## src/rtl/uart_pkg.sv

```systemverilog
// Shared types and defaults for the UART transmit-side arbiters.
// The optional statistics outputs of uart_tx_arbiter are enabled by UART_TX_ARB_STATS_EN.
package uart_pkg;

  localparam int BYTE_W            = 8;
  localparam int DEF_N_REQ         = 4;
  localparam int DEF_START_TIMEOUT = 4;
  localparam int DEF_GAP_CYCLES    = 0;

  typedef enum logic [2:0] {
    ST_IDLE,
    ST_LAUNCH,
    ST_WAIT_START,
    ST_WAIT_DONE,
    ST_GAP
  } arb_state_t;

  // Counter width able to hold 0..limit without wrapping.
  function automatic int cnt_width(input int limit);
    return (limit < 1) ? 1 : $clog2(limit + 1);
  endfunction

endpackage

```

## src/rtl/rr_pick.sv

```systemverilog
// Combinational round-robin picker: first set request searching upward from ptr_i+1, modulo N.
module rr_pick #(
  parameter int N  = 4,
  parameter int IW = $clog2(N)
) (
  input  logic [N-1:0]  req_i,
  input  logic [IW-1:0] ptr_i,
  output logic [N-1:0]  grant_o,
  output logic [IW-1:0] idx_o,
  output logic          any_o
);

  int            pos;
  logic [IW-1:0] cand;

  always_comb begin
    grant_o = '0;
    idx_o   = '0;
    any_o   = 1'b0;
    pos     = 0;
    cand    = '0;
    for (int i = 1; i <= N; i++) begin
      pos  = (int'(ptr_i) + i) % N;
      cand = IW'(pos);
      if (!any_o && req_i[cand]) begin
        any_o         = 1'b1;
        idx_o         = cand;
        grant_o[cand] = 1'b1;
      end
    end
  end

endmodule

```

## src/rtl/uart_tx_arbiter.sv

```systemverilog
// Round-robin arbiter sharing one uart_tx between N_REQ byte sources.
// Define UART_TX_ARB_STATS_EN to add the frame_cnt_o / last_src_o statistics outputs.
module uart_tx_arbiter
  import uart_pkg::*;
#(
  parameter int N_REQ         = DEF_N_REQ,
  parameter int START_TIMEOUT = DEF_START_TIMEOUT,
  parameter int GAP_CYCLES    = DEF_GAP_CYCLES
) (
  input  logic                      clk,
  input  logic                      reset,
  input  logic [N_REQ-1:0]          req_valid_i,
  input  logic [BYTE_W*N_REQ-1:0]   req_data_i,
  output logic [N_REQ-1:0]          req_ready_o,
  output logic                      tx_e_o,
  output logic [BYTE_W-1:0]         tx_d_o,
  input  logic                      tx_busy_i,
  output logic [N_REQ-1:0]          grant_o,
  output logic                      busy_o,
  output logic                      start_err_o
`ifdef UART_TX_ARB_STATS_EN
  ,
  output logic [15:0]               frame_cnt_o,
  output logic [$clog2(N_REQ)-1:0]  last_src_o
`endif
);

  localparam int IW        = $clog2(N_REQ);
  localparam int CNT_LIMIT = (START_TIMEOUT > GAP_CYCLES) ? START_TIMEOUT : GAP_CYCLES;
  localparam int CW        = cnt_width(CNT_LIMIT);
  localparam arb_state_t POST_FRAME = (GAP_CYCLES == 0) ? ST_IDLE : ST_GAP;

  arb_state_t        state_q, state_d;
  logic [CW-1:0]     cnt_q, cnt_d;
  logic [IW-1:0]     ptr_q, ptr_d;
  logic              tx_e_q, tx_e_d;
  logic [BYTE_W-1:0] tx_d_q, tx_d_d;
  logic [N_REQ-1:0]  grant_q, grant_d;
  logic              busy_q, busy_d;
  logic              err_q, err_d;
`ifdef UART_TX_ARB_STATS_EN
  logic [15:0]       frame_cnt_q, frame_cnt_d;
  logic [IW-1:0]     last_src_q, last_src_d;
`endif

  logic [N_REQ-1:0]  pick_grant;
  logic [IW-1:0]     pick_idx;
  logic              pick_any;
  logic              can_grant;

  rr_pick #(
    .N  (N_REQ),
    .IW (IW)
  ) u_pick (
    .req_i   (req_valid_i),
    .ptr_i   (ptr_q),
    .grant_o (pick_grant),
    .idx_o   (pick_idx),
    .any_o   (pick_any)
  );

  // A foreign user of the transmitter (busy while idle) blocks new grants.
  assign can_grant   = (state_q == ST_IDLE) && !tx_busy_i && pick_any;
  assign req_ready_o = can_grant ? pick_grant : '0;

  always_comb begin
    state_d = state_q;
    cnt_d   = cnt_q;
    ptr_d   = ptr_q;
    tx_e_d  = 1'b0;
    tx_d_d  = tx_d_q;
    grant_d = grant_q;
    err_d   = err_q;
`ifdef UART_TX_ARB_STATS_EN
    frame_cnt_d = frame_cnt_q;
    last_src_d  = last_src_q;
`endif
    unique case (state_q)
      ST_IDLE: begin
        if (can_grant) begin
          tx_d_d  = req_data_i[int'(pick_idx)*BYTE_W +: BYTE_W];
          grant_d = pick_grant;
          ptr_d   = pick_idx;
          tx_e_d  = 1'b1;
          state_d = ST_LAUNCH;
`ifdef UART_TX_ARB_STATS_EN
          last_src_d = pick_idx;
`endif
        end
      end
      ST_LAUNCH: begin
        cnt_d   = '0;
        state_d = ST_WAIT_START;
      end
      ST_WAIT_START: begin
        if (tx_busy_i) begin
          state_d = ST_WAIT_DONE;
        end else if (cnt_q == CW'(START_TIMEOUT - 1)) begin
          err_d   = 1'b1;
          cnt_d   = '0;
          state_d = POST_FRAME;
        end else begin
          cnt_d = cnt_q + CW'(1);
        end
      end
      ST_WAIT_DONE: begin
        if (!tx_busy_i) begin
          cnt_d   = '0;
          state_d = POST_FRAME;
`ifdef UART_TX_ARB_STATS_EN
          frame_cnt_d = frame_cnt_q + 16'd1;
`endif
        end
      end
      ST_GAP: begin
        if (cnt_q == CW'(GAP_CYCLES - 1)) begin
          state_d = ST_IDLE;
        end else begin
          cnt_d = cnt_q + CW'(1);
        end
      end
      default: state_d = ST_IDLE;
    endcase
    if (state_d == ST_IDLE) begin
      grant_d = '0;
    end
    busy_d = (state_d != ST_IDLE);
  end

  always_ff @(posedge clk) begin
    if (reset) begin
      state_q <= ST_IDLE;
      cnt_q   <= '0;
      ptr_q   <= IW'(N_REQ - 1);
      tx_e_q  <= 1'b0;
      tx_d_q  <= '0;
      grant_q <= '0;
      busy_q  <= 1'b0;
      err_q   <= 1'b0;
`ifdef UART_TX_ARB_STATS_EN
      frame_cnt_q <= '0;
      last_src_q  <= '0;
`endif
    end else begin
      state_q <= state_d;
      cnt_q   <= cnt_d;
      ptr_q   <= ptr_d;
      tx_e_q  <= tx_e_d;
      tx_d_q  <= tx_d_d;
      grant_q <= grant_d;
      busy_q  <= busy_d;
      err_q   <= err_d;
`ifdef UART_TX_ARB_STATS_EN
      frame_cnt_q <= frame_cnt_d;
      last_src_q  <= last_src_d;
`endif
    end
  end

  assign tx_e_o      = tx_e_q;
  assign tx_d_o      = tx_d_q;
  assign grant_o     = grant_q;
  assign busy_o      = busy_q;
  assign start_err_o = err_q;
`ifdef UART_TX_ARB_STATS_EN
  assign frame_cnt_o = frame_cnt_q;
  assign last_src_o  = last_src_q;
`endif

endmodule

```

## config.mk

```make
export PLATFORM = sky130hd
export DESIGN_NAME = uart_tx_arbiter
export DESIGN_NICKNAME = d
export VERILOG_FILES = /design/src/rtl/uart_pkg.sv /design/src/rtl/rr_pick.sv /design/src/rtl/uart_tx_arbiter.sv
export SDC_FILE = /design/constraint.sdc
export NUM_CORES = 1
export LEC_CHECK = 0
export BUFFER_PORTS_ARGS = -buffer_cell sky130_fd_sc_hd__buf_4
export CELL_PAD_IN_SITES_DETAIL_PLACEMENT = 1
export CELL_PAD_IN_SITES_GLOBAL_PLACEMENT = 2
export CORE_UTILIZATION = 25
export DETAILED_ROUTE_END_ITERATION = 12
export GPL_TIMING_DRIVEN = 0
export PLACE_DENSITY = 0.7
export SYNTH_ARGS = -nofsm -noshare
export SYNTH_HDL_FRONTEND = slang
export SYNTH_SLANG_ARGS = --single-unit
```

## constraint.sdc

```tcl
create_clock -name clk -period 2.7 [get_ports clk]
set_input_delay 0.135 -clock clk [delete_from_list [all_inputs] [get_ports clk]]
set_output_delay 0.135 -clock clk [all_outputs]
set_load 0.005 [all_outputs]
```

==> metrics.md <==
| Metric | Value |
|---|---|
| Total global routing overflow | 0 |
| WHS | 0.0667 ns |
| Distinct cell type count of the synthesized netlist | 41 |
| Layout cell share with drive strength beyond 1 | 36.8% |
| Synth warn | 0 |
| CP Capture Type | output pin |
| Layout Skew | 0.00322 ns |
| Synth area leaders | dfxtp_1 29%, mux2i_1 12%, ha_1 9.4% |
| Final period util | 92.9% |
| Area growth syn-to-layout | 41.5% |
| Power after layout | 1.31 mW |
| Syn_nets | 217 |
| Synthesized area | 1590 µm² |
| Critical path startpoint category | register |
| Core Region | 6030 µm² |
| Max rail drop VDD | 238 µV |
| Max Cap Violations | 0 |
| Root Buffer | clkbuf_8 |
| Syn Inst Count | 166 |
| Final hold violations | 0 |
| TritonCTS clock tree | done |
| Die width | 81.7 µm |
| Final setup viols | 0 |
| Max clock buf depth | 2 |
| Layout Nets | 286 |
| TritonCTS Sinks | 23 |
| Drt pass-1 iters | 4 |
| Initial antenna violation count | 0 |
| DIE AREA | 6680 µm² |
| Io pins | 58 |
| CTS Hold Bufs | 0 |
| Synth Area per Inst | 9.57 µm² |
| Post-route ant nets | 0 |
| Clock transition at path regs | 0.08 ns |
| Vias in the first global route | 1,412 |
| Detailed Route WL | 4550 µm |
| DP Cell Count | 296 |
| Outcome | complete, no violations |
| Sequential area share after synthesis | 29.0% |
| Leakage | 1.01 nW |
| WL/cell | 14.7 µm |
| P_sw | 449 µW |
| Diode count | 0 |
| Via/cell ratio | 4.87 |
| Largest area contributor in the netlist | dfxtp_1 |
| Largest fanout on the critical path | 9 |
| Slew Viols, Final | 0 |
| Total track usage | 13.6% |
| Req. time, crit path | 2.57 ns |
| Initial Utilization | 26.4% |
| Part of the power in the clock network | 16.6% |
| Total CTS buffers | 3 |
| DRT iter0 DRCs | 67 |
| Post-route insts no fill | 309 |
| Row count | 28 |
| Vias | 1,506 |
| Worst-Margin Slew | 0.915 ns |
| Setup CP Type | register to output pin |
| Final core occ | 37.3% |
| R2R setup slack | 0.20 ns |
| Arr. time, crit path | 2.37 ns |
| Residual DRC | 0 |
| Max_slew headroom | 38.2% |
| Gate power share | 51.2% |
| GP Congestion | 0.698 |
| Int Power | 865 µW |
| Sequential share of power | 32.2% |
| FMAX | 0.399 GHz |
| Worst hold-check path type | input pin to register |
| Worst-Skew Late Latency | 0.26 ns |
| Switching part of the total | 34.2% |
| Pin count of the biggest net entering global routing | 13 |
| Seq cells post-synth | 23 |
| IO Port Bufs | 55 |
| DPL Wire Length | 3420 µm |
| Post-synth top area share | 29.0% |
| DP Worst Slack | -0.353 ns |
| Fin worst setup slack | 0.191 ns |
| Die Height | 81.7 µm |
| First-pass GRT wire length | 7010 µm |
| RSZ-0062 raised after global routing | false |
| Pwr/cell area | 585 nW/µm² |
| H-Tree Depth | 1 |
| Tmin final | 2.51 ns |
-- area by class of cell --
class	count	area (µm²)
sequential	23	468
multi-input combinational	126	1040
tap	75	93.8
inverter	8	33.8
fill	710	3780
timing repair buffer	65	488
clock buffer	4	45.0
buffer	8	76.3
-- registers in the layout, indices dropped and copies added, names as in the netlist --
register and flops:
start_err_o 1, busy_o 1, state_q 3, grant_o 4
ptr_q 2, tx_d_o 8, tx_e_o 1, cnt_q 3
-- cells in the final DEF (no fill, tap or decap), types with 2 or more instances in the layout --
cell	synthesis	layout
a211oi_1	2	2
a21oi_1	8	8
a222oi_1	4	4
a22oi_1	2	2
and2_1	4	4
and3b_1	2	2
buf_4	0	65
buf_6	4	4
clkbuf_1	2	3
clkbuf_8	0	3
dfxtp_1	23	21
dfxtp_4	0	2
ha_1	12	11
inv_1	8	7
mux2i_1	19	19
mux4_2	3	3
nand2_1	16	15
nand2b_1	4	4
nor2_1	8	8
nor2b_1	5	5
nor2b_4	1	2
nor3_1	4	4
o21a_1	6	6
o221ai_1	8	8
or3_1	2	2
-- routing by layer --
metal  vias up  track usage, %  wire length, µm
met4         0            3.16               34
met1       730            17.6             2070
met2        27            23.3             2300
li1        747               -                -
met3         2            2.44              141
met5         -               0                0
-- synth_stat cells, drive strengths merged --
cell type  number
o21a            6
nor4            1
a22o            1
and2            4
a21oi           8
nor2            8
o31a            1
xnor2           1
clkbuf          2
and3b           2
o22ai           1
a211o           1
nand2          16
buf             7
mux2            1
mux4            3
ha             12
nor2b           7
a31oi           1
mux2i          19
nor3b           2
nor3            4
nor4b           1
a222oi          4
dfxtp          23
nand2b          4
inv             8
o21ai           2
o41ai           2
o221ai          8
a211oi          2
a22oi           2
or3             2
-- power groups by stage --
stage	sequential (mW)	combinational (mW)	clock, mW
detailed placement	0.432	0.610	0
global route	0.429	0.734	0.246
CTS	0.419	0.652	0.232
global placement	0.431	0.608	0
finish	0.423	0.673	0.218
floorplan	0.427	0.409	0
-- path summary, 6_finish.rpt --
check | startpoint | end | cells after the start
hold / removal | reset | tx_e_o | 2
setup / recovery | ptr_q[1] | req_ready_o[1] | 7
hold reg to reg | tx_d_o[5] | tx_d_o[5] | 2
setup reg to reg | ptr_q[1] | tx_d_o[7] | 9
-- per-stage QoR --
step,instance area (µm²),setup TNS [ns]
2_1_floorplan,1590,0
3_3_place_gp,2100,-2.86
3_5_place_dp,2100,-2.94
4_1_cts,2180,0
5_1_grt,2250,0
6_report,2250,0
-- critical path: stages (launching register included) --
cell and delay (ns):
dfxtp_4 0.41, inv_1 0.15, ha_4 0.32, mux4_2 0.38, buf_4 0.18, a222oi_1 0.37
a21oi_1 0.15, buf_4 0.16
-- cell families (layout without fill, tap and decap cells) --
family          Yosys count  after routing  share of synthesized area, %
compound gates           39             39                          19.5
xor+xnor                  1              1                         0.551
fa+ha+maj                12             12                          9.45
buf+inv                  17             85                          7.01
flops                    23             23                          29.0
mux                      23             23                          16.9
simple gates             51             51                          17.6
-- what timing repair did --
action                     4_1_cts  5_1_grt
setup buffers                    2        8
pin swaps                        1        3
setup endpoints to repair       14        9
gates resized for setup          6        6
No activity file was read; power rests on OpenSTA's default activity.
